--- config.mk ---
export PLATFORM = sky130hd
export DESIGN_NAME = stopuhr_core
export DESIGN_NICKNAME = d
export VERILOG_FILES = /design/src/rtl/stopuhr_core.sv
export SDC_FILE = /design/constraint.sdc
export NUM_CORES = 1
export LEC_CHECK = 0
export CORE_ASPECT_RATIO = 0.6
export CORE_MARGIN = 2
export CORE_UTILIZATION = 45
export CTS_CLUSTER_DIAMETER = 50
export DETAILED_ROUTE_END_ITERATION = 8
export DONT_BUFFER_PORTS = 1
export GPL_ROUTABILITY_DRIVEN = 0
export HOLD_SLACK_MARGIN = 0.1
export PLACE_DENSITY_LB_ADDON = 0.25
export SYNTH_ARGS = -nofsm -noshare
export SYNTH_HDL_FRONTEND = slang
export SYNTH_SLANG_ARGS = --single-unit
--- constraint.sdc ---
create_clock -name clk -period 3 [get_ports clk]
set_input_delay 0.45 -clock clk [delete_from_list [all_inputs] [get_ports clk]]
set_output_delay 0.45 -clock clk [all_outputs]
set_load 0.05 [all_outputs]
--- src/rtl/stopuhr_core.sv ---
`default_nettype none
// ============================================================================
// Module   : stopuhr_core
// Summary  : Stopwatch engine (4-state FSM, BCD time counter) with a
//            multiplexed common-anode 7-segment scan driver.
//            Optional lap-hold display snapshot when STOPUHR_LAP_EN is defined.
// Revision : 1.0 - initial release
// ============================================================================
module stopuhr_core #(
    parameter int TICK_DIV = 5000000,
    parameter int DIGITS   = 4,
    parameter int MUX_DIV  = 50000
) (
    input  logic                  clk,
    input  logic                  reset,
    input  logic                  start,
    input  logic                  pause,
    input  logic                  stop,
    input  logic                  clr,
    input  logic                  lap,
    output logic [6:0]            seg,
    output logic [DIGITS-1:0]     pos,
    output logic                  running,
    output logic [4*DIGITS-1:0]   bcd
);

    localparam int c_PW = (TICK_DIV > 1) ? $clog2(TICK_DIV) : 1;
    localparam int c_MW = (MUX_DIV > 1) ? $clog2(MUX_DIV) : 1;
    localparam int c_IW = (DIGITS > 1) ? $clog2(DIGITS) : 1;
    localparam logic [c_PW-1:0] c_PRESC_MAX = c_PW'(TICK_DIV - 1);
    localparam logic [c_MW-1:0] c_SCAN_MAX  = c_MW'(MUX_DIV - 1);
    localparam logic [c_IW-1:0] c_IDX_MAX   = c_IW'(DIGITS - 1);

    typedef enum logic [1:0] {
        S_IDLE    = 2'd0,
        S_RUN     = 2'd1,
        S_PAUSED  = 2'd2,
        S_STOPPED = 2'd3
    } state_t;

    state_t                 r_state;
    state_t                 w_state_next;
    logic [3:0]             r_btn_cur;
    logic [3:0]             r_btn_prev;
    logic [3:0]             w_evt;
    logic                   w_evt_start;
    logic                   w_evt_pause;
    logic                   w_evt_stop;
    logic                   w_evt_clr;
    logic                   w_tick;
    logic [c_PW-1:0]        r_presc;
    logic [4*DIGITS-1:0]    r_digits;
    logic [4*DIGITS-1:0]    w_digits_inc;
    logic [4*DIGITS-1:0]    w_disp;
    logic [3:0]             w_disp_digit;
    logic [c_MW-1:0]        r_scan_cnt;
    logic [c_IW-1:0]        r_scan_idx;

    // Bit order: [0] start, [1] pause, [2] stop, [3] clr
    assign w_evt       = r_btn_cur & ~r_btn_prev;
    assign w_evt_start = w_evt[0];
    assign w_evt_pause = w_evt[1];
    assign w_evt_stop  = w_evt[2];
    assign w_evt_clr   = w_evt[3];

    assign w_tick  = (r_state == S_RUN) && (r_presc == c_PRESC_MAX);
    assign running = (r_state == S_RUN);
    assign bcd     = r_digits;

    always_ff @(posedge clk) begin
        if (reset) begin
            r_btn_cur  <= 4'b0;
            r_btn_prev <= 4'b0;
        end else begin
            r_btn_cur  <= {clr, stop, pause, start};
            r_btn_prev <= r_btn_cur;
        end
    end

    always_ff @(posedge clk) begin
        if (reset) begin
            r_state <= S_IDLE;
        end else begin
            r_state <= w_state_next;
        end
    end

    // Only the highest-priority event present is acted upon.
    always_comb begin
        w_state_next = r_state;
        if (w_evt_clr) begin
            w_state_next = S_IDLE;
        end else if (w_evt_stop) begin
            if (r_state == S_RUN) begin
                w_state_next = S_STOPPED;
            end
        end else if (w_evt_pause) begin
            if (r_state == S_RUN) begin
                w_state_next = S_PAUSED;
            end else if (r_state == S_PAUSED) begin
                w_state_next = S_RUN;
            end
        end else if (w_evt_start) begin
            if ((r_state == S_IDLE) || (r_state == S_PAUSED)) begin
                w_state_next = S_RUN;
            end
        end
    end

    always_ff @(posedge clk) begin
        if (reset || w_evt_clr) begin
            r_presc <= '0;
        end else if (r_state == S_RUN) begin
            r_presc <= w_tick ? '0 : (r_presc + c_PW'(1));
        end
    end

    // Ripple carry: digit 2 (tens of seconds) rolls over at 5, others at 9.
    always_comb begin : p_inc
        logic v_carry;
        v_carry      = 1'b1;
        w_digits_inc = r_digits;
        for (int i = 0; i < DIGITS; i++) begin
            if (v_carry) begin
                if (r_digits[4*i +: 4] == ((i == 2) ? 4'd5 : 4'd9)) begin
                    w_digits_inc[4*i +: 4] = 4'd0;
                end else begin
                    w_digits_inc[4*i +: 4] = r_digits[4*i +: 4] + 4'd1;
                    v_carry                = 1'b0;
                end
            end
        end
    end

    always_ff @(posedge clk) begin
        if (reset || w_evt_clr) begin
            r_digits <= '0;
        end else if (w_tick) begin
            r_digits <= w_digits_inc;
        end
    end

`ifdef STOPUHR_LAP_EN
    logic                r_lap_cur;
    logic                r_lap_prev;
    logic                r_hold;
    logic [4*DIGITS-1:0] r_snap;
    logic                w_lap_toggle;

    assign w_lap_toggle = r_lap_cur && !r_lap_prev
                       && !(w_evt_clr || w_evt_stop || w_evt_pause || w_evt_start)
                       && ((r_state == S_RUN) || (r_state == S_PAUSED));

    always_ff @(posedge clk) begin
        if (reset) begin
            r_lap_cur  <= 1'b0;
            r_lap_prev <= 1'b0;
            r_hold     <= 1'b0;
            r_snap     <= '0;
        end else begin
            r_lap_cur  <= lap;
            r_lap_prev <= r_lap_cur;
            if ((w_state_next == S_STOPPED) || (w_state_next == S_IDLE)) begin
                r_hold <= 1'b0;
            end else if (w_lap_toggle) begin
                r_hold <= !r_hold;
                if (!r_hold) begin
                    r_snap <= r_digits;
                end
            end
        end
    end

    assign w_disp = r_hold ? r_snap : r_digits;
`else
    logic w_unused_lap;
    assign w_unused_lap = lap;
    assign w_disp       = r_digits;
`endif

    always_comb begin
        w_disp_digit = w_disp[3:0];
        for (int i = 0; i < DIGITS; i++) begin
            if (r_scan_idx == c_IW'(i)) begin
                w_disp_digit = w_disp[4*i +: 4];
            end
        end
    end

    function automatic logic [6:0] f_seg(input logic [3:0] d);
        case (d)
            4'd0:    f_seg = 7'h40;
            4'd1:    f_seg = 7'h79;
            4'd2:    f_seg = 7'h24;
            4'd3:    f_seg = 7'h30;
            4'd4:    f_seg = 7'h19;
            4'd5:    f_seg = 7'h12;
            4'd6:    f_seg = 7'h02;
            4'd7:    f_seg = 7'h78;
            4'd8:    f_seg = 7'h00;
            4'd9:    f_seg = 7'h10;
            default: f_seg = 7'h7F;
        endcase
    endfunction

    always_ff @(posedge clk) begin
        if (reset) begin
            r_scan_cnt <= '0;
            r_scan_idx <= '0;
            pos        <= '1;
            seg        <= 7'h7F;
        end else begin
            pos <= ~({{(DIGITS-1){1'b0}}, 1'b1} << r_scan_idx);
            seg <= f_seg(w_disp_digit);
            if (r_scan_cnt == c_SCAN_MAX) begin
                r_scan_cnt <= '0;
                r_scan_idx <= (r_scan_idx == c_IDX_MAX) ? '0 : (r_scan_idx + c_IW'(1));
            end else begin
                r_scan_cnt <= r_scan_cnt + c_MW'(1);
            end
        end
    end

endmodule
`default_nettype wire

==> parameters.txt <==
Parameter                              Value

Cells and area
  Final core occ ... between 50 and 60%
  Nets ... roughly 430
  Most used cells in the layout excluding fill and tap cells ... 78 x sky130_fd_sc_hd__dfxtp_1, 71 x sky130_fd_sc_hd__nor2_1, 25 x sky130_fd_sc_hd__nand2_1
  Most common cell after layout, fill and taps aside ... sky130_fd_sc_hd__dfxtp_1
  Ant. Diodes ... 0
  Final cell count without fillers ... ~530
  Number of fill cells ... roughly 730
  Ratio of cells with drive above 1 in the final layout ... approximately a tenth
  Area added between synthesis and finish ... 12.7%

Pwr
  Internal power consumption ... 1.70 mW
  Combinational share of power ... about 2.3%
  Share of total power in the clock network ... between 40% and 50%
  Switching power as a share of total power ... 22.4%
  Proportion of power drawn by flip-flops and latches ... around half
  Static leakage power ... ~1.5 nW
  Net Switching ... ~490 uW
  VDD IR-drop max ... between 200 and 300 uV
  Power density over the cells ... 537 nW/um^2

CTS
  Clock-pin slew on the worst setup and hold paths ... 0.06 ns
  Total of cells resized after clock tree synthesis ... 0
  Number of clock buffers inserted by TritonCTS ... 9
  Count of H-tree levels built during CTS ... 3
  Setup fix buffers added after clock tree synthesis ... 0
  Clock sinks ... 78
  Clock root buffer master ... sky130_fd_sc_hd__clkbuf_16
  TritonCTS clock tree ... done
  Hold-fix buffers at CTS ... 0
  Worst-Skew Late Latency ... 0.34 ns
  CTS max path bufs ... 2

Synthesis
  Area contributors post-synth ... sky130_fd_sc_hd__dfxtp_1 43%, sky130_fd_sc_hd__nor2_1 7.4%, sky130_fd_sc_hd__xor2_1 5.6%
  Mean instance size in the synthesized netlist ... 8.81 um^2
  Post-synthesis cell type count ... 54
  Post-synthesis share of cell area spent on full adders, half adders and majority gates ... under 10%
  Post-synthesis compound-gate area fraction ... 8.04%
  Synth Flop Type ... sky130_fd_sc_hd__dfxtp_1
  Async S/R FF share, synth ... 0%
  Portion of the post-synthesis area used by sequential elements ... around 43%
  Yosys Warn Count ... 0
  Multiplexer fraction of the synthesized cell area ... between 2 and 2.5%
  Xor/xnor cell area share of the yosys netlist ... 9.70%
  Yosys reg bits ... between 70 and 80
  Post-synthesis simple-gate area fraction ... between 30% and 40%
  Area fraction of the dominant cell type after synthesis ... around 43%
  Post-synthesis instance area ... ~3600 um^2
  Post-Synthesis Net Count ... ~420
  Biggest area consumer among synthesized cells ... sky130_fd_sc_hd__dfxtp_1
  Number of instances in the synthesized netlist ... between 400 and 500
  Dominant combinational cell family by area after synthesis ... simple AND/OR/NAND/NOR gates
  Number of synthesized flops with an enable pin ... 0

Timing
  TNS Setup ... 0 ns
  Setup violators final ... 0
  Fmax ... ~400 MHz
  Final critical-path required period ... 2.48 ns
  Final hold violation count ... 0
  Transition at the pin with the smallest max-transition slack ... a little under 0.8 ns
  Period utilisation layout ... a little over 80%
  Tightest slew margin relative to the limit ... a little under half
  Clock tree skew after final layout ... between 0.008 and 0.009 ns
  Max Slew Vio Count ... 0
  Setup repair after global routing missed its margin ... no
  Final setup slack of the worst path ... approximately 0.52 ns
  Hold slack ... between 0.15 and 0.2 ns

Placement
  Minimum setup slack after placement ... ~0.63 ns
  Port buffer count ... 0
  DP HPWL ... between 5 and 6 mm
  Dpl cells ... a little over 500

Status
  Status ... complete, no violations

Worst hold path
  Hold Crit Depth ... 1
  Worst min-delay path startpoint ... reset
  Endpoint, Worst Hold ... r_btn_prev[3]
  Hold WC Path Type ... input port to register

Critical path
  Maximum fanout encountered on the critical timing path ... 12
  Depth of the worst register-to-register path ... 6
  Endpoint type of the worst setup path ... register
  Reg2Reg Capture Point ... seg[1]
  Critical Path Source Type ... register
  Required @ worst endpoint ... between 3 and 4 ns
  Type of the worst setup path ... register to register
  Worst R2R Setup Slack ... 0.52 ns
  Arrival time worst endpoint ... between 2 and 3 ns
  FF-to-FF Start ... r_scan_idx[0]

Route
  DR DRC count ... 0
  Avg WL per Cell ... 14.7 um
  Wire length reported by the detailed router ... a little under 8 mm
  Starting DRC count in detailed routing ... 155
  Number of nets with antenna violations after detailed routing ... 0
  DR pass1 iterations ... 5
  Number of vias after detailed routing ... between 2k and 3k
  Via-to-Cell Ratio ... around 5.3

GRT
  Vias in the first global route ... 2479
  Global Route Usage Sum ... a little under a fifth
  Number of antenna violations at the first check in global routing ... 0
  Global route total overflow ... 0
  Wire length of the first global-routing pass ... about 13 mm
  Maximum number of pins on one net before global-route repair ... 26

Flow run
  Max-Cap Viols ... 0

Floorplanning
  I/O pin count ... 35
  Initial cell density of the core ... a little under half
  Die boundary width ... 120 um
  Core footprint ... 7820 um^2
  Vertical die dimension ... between 70 and 80 um
  Die Area ... just under 9000 um^2
  Std cell rows ... 25
==> Yosys cell counts, drive strengths merged, types with 2 or more instances <==
master  number
nor4b        2
a211oi       4
nand3       19
o21ai        7
and4         4
and3         5
a21oi       18
a21o         2
nand2b       8
nor3         5
nand2       25
and4bb       2
inv         18
nor4         5
nand4b       2
nor2        71
nor3b        6
xor2        23
a221oi       3
nand4       16
or2          2
dfxtp       78
mux2i        8
o21bai       4
nor2b       16
clkbuf       8
ha           7
xnor2       17
buf          5
nand3b       2
or3          8
==> sequential cells by signal, indices dropped and copies added (netlist names) <==
register,count
r_scan_cnt,16
r_btn_cur,4
r_presc,23
bcd,16
r_state,2
seg,7
r_btn_prev,4
pos,4
r_scan_idx,2
==> critical path, cell delays in order (launching register included) <==
cell and delay, ns:
sky130_fd_sc_hd__dfxtp_1 0.41, sky130_fd_sc_hd__ha_1 0.49, sky130_fd_sc_hd__nor2_1 0.16, sky130_fd_sc_hd__a221oi_1 0.72, sky130_fd_sc_hd__ha_1 0.38, sky130_fd_sc_hd__a21oi_1 0.13, sky130_fd_sc_hd__o21bai_1 0.07
==> layout make-up <==
cell class / count / area, um^2 / share of cell area, %
Tap cell: 108 / 135 / 3.32
Inverter: 18 / 67.6 / 1.66
Clock buffer: 12 / 267 / 6.55
Multi-Input combinational cell: 301 / 1920 / 47.2
Clock inverter: 4 / 30.0 / 0.738
Sequential cell: 78 / 1560 / 38.4
Timing Repair Buffer: 12 / 90.1 / 2.21
==> how the worst max path moves through the flow <==
stage,startpoint,endpoint,slack [ns],cells after the start
2_1_floorplan,bcd[0],seg[1],0.96,6
3_3_place_gp,r_scan_idx[0],seg[1],0.77,6
3_5_place_dp,r_scan_idx[0],seg[1],0.63,6
4_1_cts,r_scan_idx[0],seg[1],0.60,6
5_1_grt,r_scan_idx[0],seg[1],0.38,6
6_report,r_scan_idx[0],seg[1],0.52,6
==> layer usage <==
| layer | part of all wire, % | vias to the layer above | wire [um] | GRT usage [%] |
|---|---|---|---|---|
| met4 | 0.61 | 0 | 48 | 5.88 |
| met1 | 52 | 1291 | 4080 | 26.9 |
| met2 | 40 | 80 | 3090 | 24.8 |
| met3 | 7.6 | 5 | 591 | 8.15 |
| li1 | - | 1428 | - | - |
| met5 | 0 | - | 0 | 0 |
==> power groups by stage <==
stage	Combinational (mW)	Sequential, mW	Clock [mW]
final	0.0493	1.08	1.06
after global routing	0.0552	1.08	1.12
after CTS	0.0498	1.08	1.07
after detailed placement	0.0493	1.10	0
after global placement	0.0487	1.10	0
after floorplan	0.0449	1.10	0
==> cell families (layout without fill, tap and decap cells) <==
group,Yosys count,in the layout
and+or+nand+nor,201,201
DFF,78,78
adders and majority gates,7,7
muxes,8,8
AOI/OAI and AO/OA,45,45
buffers and inverters,31,46
xor gates and xnor gates,40,40
==> stage by stage <==
| stage | instance area [um^2] | total power, mW |
|---|---|---|
| after floorplan | 3610 | 1.14 |
| final | 4070 | 2.19 |
| after global routing | 4070 | 2.26 |
| after detailed placement | 3770 | 1.15 |
| after global placement | 3770 | 1.15 |
| after CTS | 4070 | 2.20 |
(Power assumes the default switching activity.)
